$ cat src/rtl/booth_pkg.sv
`default_nettype none
// +--------------------------------------------------------------------+
// | Package  : booth_pkg                                               |
// | Brief    : Shared constants, FSM state encoding and sign-extend    |
// |            helper for the Booth multiplier / MAC datapath.         |
// | Revision : 1.0 - initial release                                   |
// +--------------------------------------------------------------------+
package booth_pkg;

   // Default datapath geometry for the multiplier-to-accumulator path.
   localparam int BOOTH_PROD_W    = 8;
   localparam int BOOTH_ACC_W     = 16;
   localparam int BOOTH_MAX_TERMS = 16;

   // Accumulator FSM encoding.
   localparam int         ST_W     = 2;
   localparam logic [1:0] ST_IDLE  = 2'd0;  // no term of the current frame taken
   localparam logic [1:0] ST_ACCUM = 2'd1;  // at least one term taken
   localparam logic [1:0] ST_HOLD  = 2'd2;  // frame result presented downstream

   // Sign-extend the low 'width' bits of 'value' to 32 bits. Callers
   // truncate the result to their own width, so any width up to 32 works.
   function automatic logic [31:0] sign_extend(input logic [31:0] value, input int width);
      logic [31:0] shifted;
      shifted = value << (32 - width);
      return 32'($signed(shifted) >>> (32 - width));
   endfunction

endpackage
`default_nettype wire

$ cat src/rtl/booth_mac_accumulator_if.sv
`default_nettype none
// +--------------------------------------------------------------------+
// | Interface: booth_mac_accumulator_if                                |
// | Brief    : Product-in / frame-result-out handshake bundle of the   |
// |            Booth MAC accumulator.                                  |
// | Revision : 1.0 - initial release                                   |
// +--------------------------------------------------------------------+
interface booth_mac_accumulator_if
   import booth_pkg::*;
#(
   parameter int PROD_W    = BOOTH_PROD_W,
   parameter int ACC_W     = BOOTH_ACC_W,
   parameter int MAX_TERMS = BOOTH_MAX_TERMS
);
   localparam int CNT_W = $clog2(MAX_TERMS + 1);

   // Product stream from the multiplier
   logic              in_valid;
   logic              in_ready;
   logic [PROD_W-1:0] in_product;
   logic              in_last;

   // Frame result towards writeback / host readout
   logic              out_valid;
   logic              out_ready;
   logic [ACC_W-1:0]  out_acc;
   logic [CNT_W-1:0]  out_count;
   logic              out_sat;

   // Producer of products and consumer of results
   modport master (
      output in_valid, in_product, in_last, out_ready,
      input  in_ready, out_valid, out_acc, out_count, out_sat
   );

   // The accumulator stage itself
   modport slave (
      input  in_valid, in_product, in_last, out_ready,
      output in_ready, out_valid, out_acc, out_count, out_sat
   );

endinterface
`default_nettype wire

$ cat src/rtl/booth_sat_adder.sv
`default_nettype none
// +--------------------------------------------------------------------+
// | Module   : booth_sat_adder                                         |
// | Brief    : Combinational signed adder that clamps to the most      |
// |            positive / most negative value and flags overflow.      |
// | Revision : 1.0 - initial release                                   |
// +--------------------------------------------------------------------+
module booth_sat_adder
   import booth_pkg::*;
#(
   parameter int ACC_W = BOOTH_ACC_W
)(
   input  logic [ACC_W-1:0] i_a,
   input  logic [ACC_W-1:0] i_b,
   output logic [ACC_W-1:0] o_sum,
   output logic             o_ovf
);
   localparam logic [ACC_W-1:0] c_pos_max = {1'b0, {(ACC_W-1){1'b1}}};
   localparam logic [ACC_W-1:0] c_neg_min = {1'b1, {(ACC_W-1){1'b0}}};

   logic [ACC_W-1:0] w_raw;

   assign w_raw = i_a + i_b;

   // Two's-complement overflow: operands agree in sign but the result does not.
   assign o_ovf = (i_a[ACC_W-1] == i_b[ACC_W-1]) && (w_raw[ACC_W-1] != i_a[ACC_W-1]);

   // Clamp towards the side the operands were heading on overflow.
   always_comb begin
      o_sum = w_raw;
      if (o_ovf) begin
         o_sum = i_a[ACC_W-1] ? c_neg_min : c_pos_max;
      end
   end

endmodule
`default_nettype wire

$ cat src/rtl/booth_mac_accumulator.sv
`default_nettype none
// +--------------------------------------------------------------------+
// | Module   : booth_mac_accumulator                                   |
// | Brief    : Saturating signed dot-product accumulator behind the    |
// |            Booth multiplier; frames close on in_last or on the     |
// |            term limit and the result is offered valid/ready.       |
// | Revision : 1.0 - initial release                                   |
// +--------------------------------------------------------------------+
module booth_mac_accumulator
   import booth_pkg::*;
#(
   parameter int PROD_W    = BOOTH_PROD_W,
   parameter int ACC_W     = BOOTH_ACC_W,     // up to 32 bits
   parameter int MAX_TERMS = BOOTH_MAX_TERMS
)(
   input  logic                    clk,
   input  logic                    rst_n,
   input  logic                    clear,
   booth_mac_accumulator_if.slave  bus
);
   localparam int                 CNT_W      = $clog2(MAX_TERMS + 1);
   localparam logic [CNT_W-1:0]   c_last_cnt = CNT_W'(MAX_TERMS - 1);
   localparam logic [CNT_W-1:0]   c_cnt_one  = CNT_W'(1);

   logic [ST_W-1:0]  r_state;
   logic [ACC_W-1:0] r_acc;
   logic [CNT_W-1:0] r_count;
   logic             r_sat;

   logic [ACC_W-1:0] w_ext;
   logic [ACC_W-1:0] w_sum;
   logic             w_ovf;
   logic             w_in_ready;
   logic             w_accept;
   logic             w_close;
   logic             w_valid;

   // Product sign-extended to accumulator width.
   assign w_ext = ACC_W'(sign_extend(32'(bus.in_product), PROD_W));

   booth_sat_adder #(
      .ACC_W (ACC_W)
   ) u_sat_adder (
      .i_a   (r_acc),
      .i_b   (w_ext),
      .o_sum (w_sum),
      .o_ovf (w_ovf)
   );

   // Nothing is taken while a result is pending or while the frame is being
   // aborted, so clear never races an accept.
   assign w_in_ready = (r_state != ST_HOLD) && !clear;
   assign w_accept   = bus.in_valid && w_in_ready;

   // A frame closes on an explicit last term or when this term fills it.
   assign w_close    = bus.in_last || (r_count == c_last_cnt);

   assign w_valid    = (r_state == ST_HOLD);

   // Frame FSM plus accumulator, term counter and sticky saturation flag.
   always_ff @(posedge clk or negedge rst_n) begin
      if (!rst_n) begin
         r_state <= ST_IDLE;
         r_acc   <= '0;
         r_count <= '0;
         r_sat   <= 1'b0;
      end else if (clear) begin
         r_state <= ST_IDLE;
         r_acc   <= '0;
         r_count <= '0;
         r_sat   <= 1'b0;
      end else begin
         case (r_state)
            ST_IDLE, ST_ACCUM: begin
               if (w_accept) begin
                  r_acc   <= w_sum;
                  r_count <= r_count + c_cnt_one;
                  r_sat   <= r_sat | w_ovf;
                  r_state <= w_close ? ST_HOLD : ST_ACCUM;
               end
            end
            ST_HOLD: begin
               if (bus.out_ready) begin
                  r_state <= ST_IDLE;
                  r_acc   <= '0;
                  r_count <= '0;
                  r_sat   <= 1'b0;
               end
            end
            default: begin
               r_state <= ST_IDLE;
               r_acc   <= '0;
               r_count <= '0;
               r_sat   <= 1'b0;
            end
         endcase
      end
   end

   // Result fields read as zero whenever no result is being offered, so a
   // partial sum is never visible downstream.
   assign bus.in_ready  = w_in_ready;
   assign bus.out_valid = w_valid;
   assign bus.out_acc   = w_valid ? r_acc   : '0;
   assign bus.out_count = w_valid ? r_count : '0;
   assign bus.out_sat   = w_valid & r_sat;

endmodule
`default_nettype wire

$ cat src/flat_wrapper.sv
// flat-port wrapper written by rule: the top's interface ports become plain ports
module booth_mac_accumulator_flat import booth_pkg::*;
#(
   parameter int PROD_W    = BOOTH_PROD_W,
   parameter int ACC_W     = BOOTH_ACC_W,                     
   parameter int MAX_TERMS = BOOTH_MAX_TERMS
)
  (clk, rst_n, clear, bus_in_valid, bus_in_product, bus_in_last, bus_out_ready, bus_in_ready, bus_out_valid, bus_out_acc, bus_out_count, bus_out_sat);
  booth_mac_accumulator_if #(.PROD_W(PROD_W), .ACC_W(ACC_W), .MAX_TERMS(MAX_TERMS)) bus_i ();
  input  logic clk;
  input  logic rst_n;
  input  logic clear;
  input wire logic [$bits(bus_i.in_valid)-1:0] bus_in_valid;
  input wire logic [$bits(bus_i.in_product)-1:0] bus_in_product;
  input wire logic [$bits(bus_i.in_last)-1:0] bus_in_last;
  input wire logic [$bits(bus_i.out_ready)-1:0] bus_out_ready;
  output wire logic [$bits(bus_i.in_ready)-1:0] bus_in_ready;
  output wire logic [$bits(bus_i.out_valid)-1:0] bus_out_valid;
  output wire logic [$bits(bus_i.out_acc)-1:0] bus_out_acc;
  output wire logic [$bits(bus_i.out_count)-1:0] bus_out_count;
  output wire logic [$bits(bus_i.out_sat)-1:0] bus_out_sat;
  assign bus_i.in_valid = bus_in_valid;
  assign bus_i.in_product = bus_in_product;
  assign bus_i.in_last = bus_in_last;
  assign bus_i.out_ready = bus_out_ready;
  assign bus_in_ready = bus_i.in_ready;
  assign bus_out_valid = bus_i.out_valid;
  assign bus_out_acc = bus_i.out_acc;
  assign bus_out_count = bus_i.out_count;
  assign bus_out_sat = bus_i.out_sat;
  booth_mac_accumulator #(.PROD_W(PROD_W), .ACC_W(ACC_W), .MAX_TERMS(MAX_TERMS)) u_core (.clk(clk), .rst_n(rst_n), .clear(clear), .bus(bus_i));
endmodule
$ cat config.mk
export PLATFORM = sky130hd
export DESIGN_NAME = booth_mac_accumulator_flat
export DESIGN_NICKNAME = d
export VERILOG_FILES = /design/src/rtl/booth_pkg.sv /design/src/rtl/booth_mac_accumulator_if.sv /design/src/rtl/booth_sat_adder.sv /design/src/rtl/booth_mac_accumulator.sv /design/src/flat_wrapper.sv
export SDC_FILE = /design/constraint.sdc
export NUM_CORES = 1
export LEC_CHECK = 0
export CAP_MARGIN = 30
export CORE_MARGIN = 2
export CORE_UTILIZATION = 44
export DETAILED_ROUTE_END_ITERATION = 10
export HOLD_SLACK_MARGIN = 0.05
export PLACE_DENSITY = 0.69
export REMOVE_ABC_BUFFERS = 1
export SKIP_LAST_GASP = 1
export SYNTH_ARGS = -nofsm -noshare
export SYNTH_HDL_FRONTEND = slang
export SYNTH_HIERARCHICAL = 1
export SYNTH_SLANG_ARGS = --single-unit
$ cat constraint.sdc
create_clock -name clk -period 6.35 [get_ports clk]
set_input_delay 1.5875 -clock clk [delete_from_list [all_inputs] [get_ports clk]]
set_output_delay 1.5875 -clock clk [all_outputs]
set_load 0.01 [all_outputs]
==> run metrics <==
hold_buf cts 0; Comb power frac 43.7%; Reg clk slew, reported paths 0.08 ns; P&R area growth vs syn 18.7%; Die Area 5390 um^2; status completed; Residual DRC 0; Hold Vio Cnt, Final 0; CP Class in2out; register bit total from synthesis 24; Netlist cell types 56; Period minus WS final 4.49 ns; Worst-Margin Slew 0.838 ns; top-area cell type share of the netlist area between 20% and 30%; Placed Cells 307; Top Ports 38; Clock power frac 18.6%; final core utilization a little over half; Max-Cap Viols 0; startpoint type of the worst setup path input port; detailed-route via count between 1500 and 2000; DIE HEIGHT 73.4 um; maximum clock rate 0.223 GHz; Leak 0.00110 uW; FILL cells roughly 440; Routability Congestion 0.860; RSZ-0062 raised after global routing false; DR WL/cell 14.8 um; Sink Count 24; hold crit path type reg2reg; global-route wire length before repair 7.83 mm; Iter 0 DRT Violations roughly 110; Register Area 601 um^2; DP HPWL 3.22 mm; switching part of the total 36.2%; postcts setup bufs 0; clk root buf clkbuf_8; most frequent cells in the layout 37 x clkdlybuf4s50_1, 24 x dfrtp_1, 23 x and2_1; Worst Path Max Fanout 9; Post-synth EDFFs 0; clock tree from TritonCTS done; P_sw 178 uW; synth warn 6; final clock skew about 0.0063 ns; initial antenna violation count 0; # rows 25; CP arrival between 2 and 3 ns; grt ovf 0; IO buf count 37; sequential share of power 37.7%; Synth area leaders dfrtp_1 28%, ha_1 10%, and2_1 6.8%; sequential share of the synthesized area 28.4%; Initial Util 45.1%; Slew headroom between 40% and 50%; largest net degree at the start of global routing 25; htree depth 1; Final Net Count 290; commonest non-fill, non-tap cell in the layout clkdlybuf4s50_1; Post-Layout Cell Count 310; Crit. End Element primary output; Final Slew Violations 0; Core Box Area 4690 um^2; WP data required 4.76 ns; final wirelength 4.58 mm; Finished Cell Area 2510 um^2; Num CTS Buffers 3; Routed Antenna Nets 0; TNS Setup 0 ns; Most used DFF post-synth dfrtp_1; synthesized cell area 2120 um^2; PwrDens ~200 nW/um^2; share of cells above drive strength 1 16.0%; vias per inst ~5.6; Antenna diodes 0; Yosys top cell by area dfrtp_1; asr flop ratio synth 100%; CTS Buffer Depth 2; die width 73.4 um; GRT Total Usage 18.6%; Cell Area, Placed 2470 um^2; Cells after Synth 225; vias in the first global route ~1700; VDD IR max between 80 and 90 uV; Post-CTS Resized 0; Final setup viols 0; Clk Latency, worst-skew pair 0.27 ns; Mean Syn Cell Area approximately 9.4 um^2; crit share post-route 70.7%; area of the multi-input gates approximately 1400 um^2; Cell Int Power 313 uW; DR pass1 iterations 4; Min Hold Slack 0.526 ns
==> per-layer routing <==
layer,vias up,share of wire (%),GRT usage (%)
met5,-,0,0
met4,0,1.1,6.46
met3,4,4.2,1.92
met2,46,45,29.1
met1,804,49,26.7
li1,885,-,-
==> cells by family after synthesis <==
kind of cell / synth area share, %
flip-flops: 28.4
buffers and inverters: 5.20
multiplexers: 1.48
AND/OR/NAND/NOR: 21.0
AO/OA/AOI/OAI: 28.0
adder cells (fa/ha/maj): 11.5
XOR/XNOR: 4.55
==> power groups by stage <==
stage          logic (uW)  clock network (uW)  registers (uW)
6_report              215                91.5             185
5_1_grt               238                 103             188
4_1_cts               215                96.3             185
3_5_place_dp          214                   0             188
3_3_place_gp          212                   0             188
2_1_floorplan         165                   0             183
==> final timing paths <==
check                               endpoint         startpoint  cells past startpoint  slack, ns
setup / recovery                bus_in_ready              clear                      3       1.86
hold / removal             u_core/r_count[4]  u_core/r_count[4]                      1       0.53
setup reg to reg                u_core/r_sat    u_core/r_acc[4]                     10       3.50
hold reg to reg            u_core/r_count[4]  u_core/r_count[4]                      1       0.53
max in group asynchronous  u_core/r_count[0]              rst_n                      2       4.42
min in group asynchronous   u_core/r_acc[10]              rst_n                      2       1.68
==> critical path, stage by stage <==
cell,delay (ns)
clkdlybuf4s50_1,0.60
nor2_1,0.17
clkdlybuf4s50_1,0.54
==> layout make-up <==
| class | count | share of cell area [%] |
|---|---|---|
| multi-input cells | 186 | 56.0 |
| flip-flops and latches | 24 | 23.9 |
| repair buffers | 38 | 15.0 |
| well taps | 54 | 2.69 |
| clock buffers | 3 | 1.64 |
| inverters | 5 | 0.747 |
==> registers in the layout, summed over array words and instances (netlist names) <==
signal          cells
u_core/r_acc       16
u_core/r_sat        1
u_core/r_count      5
u_core/r_state      2
==> Yosys cell counts, types with 2 or more instances <==
library cell  count
a21oi_1          15
a21oi_2           3
a21oi_4           2
a22o_1            8
a22o_2           10
a31oi_1           2
and2_1           23
and3_1            4
buf_6             7
clkbuf_1          2
dfrtp_1          24
ha_1             17
inv_1             5
mux2i_1           2
nand2_1          10
nand3_1           4
nor2_1           16
nor2b_1           4
nor3_1            2
o211ai_1          2
o21ai_0           8
o21ai_1           2
o21ai_2           9
o31ai_1           3
xnor2_1           5
xor2_1            6
==> per-stage QoR <==
step	setup slack [ns]	total power [uW]
CTS	1.86	496
detailed placement	1.67	402
global route	1.70	529
global placement	1.73	400
finish	1.86	491
floorplan	2.73	348
No activity file was read; power rests on OpenSTA's default activity.
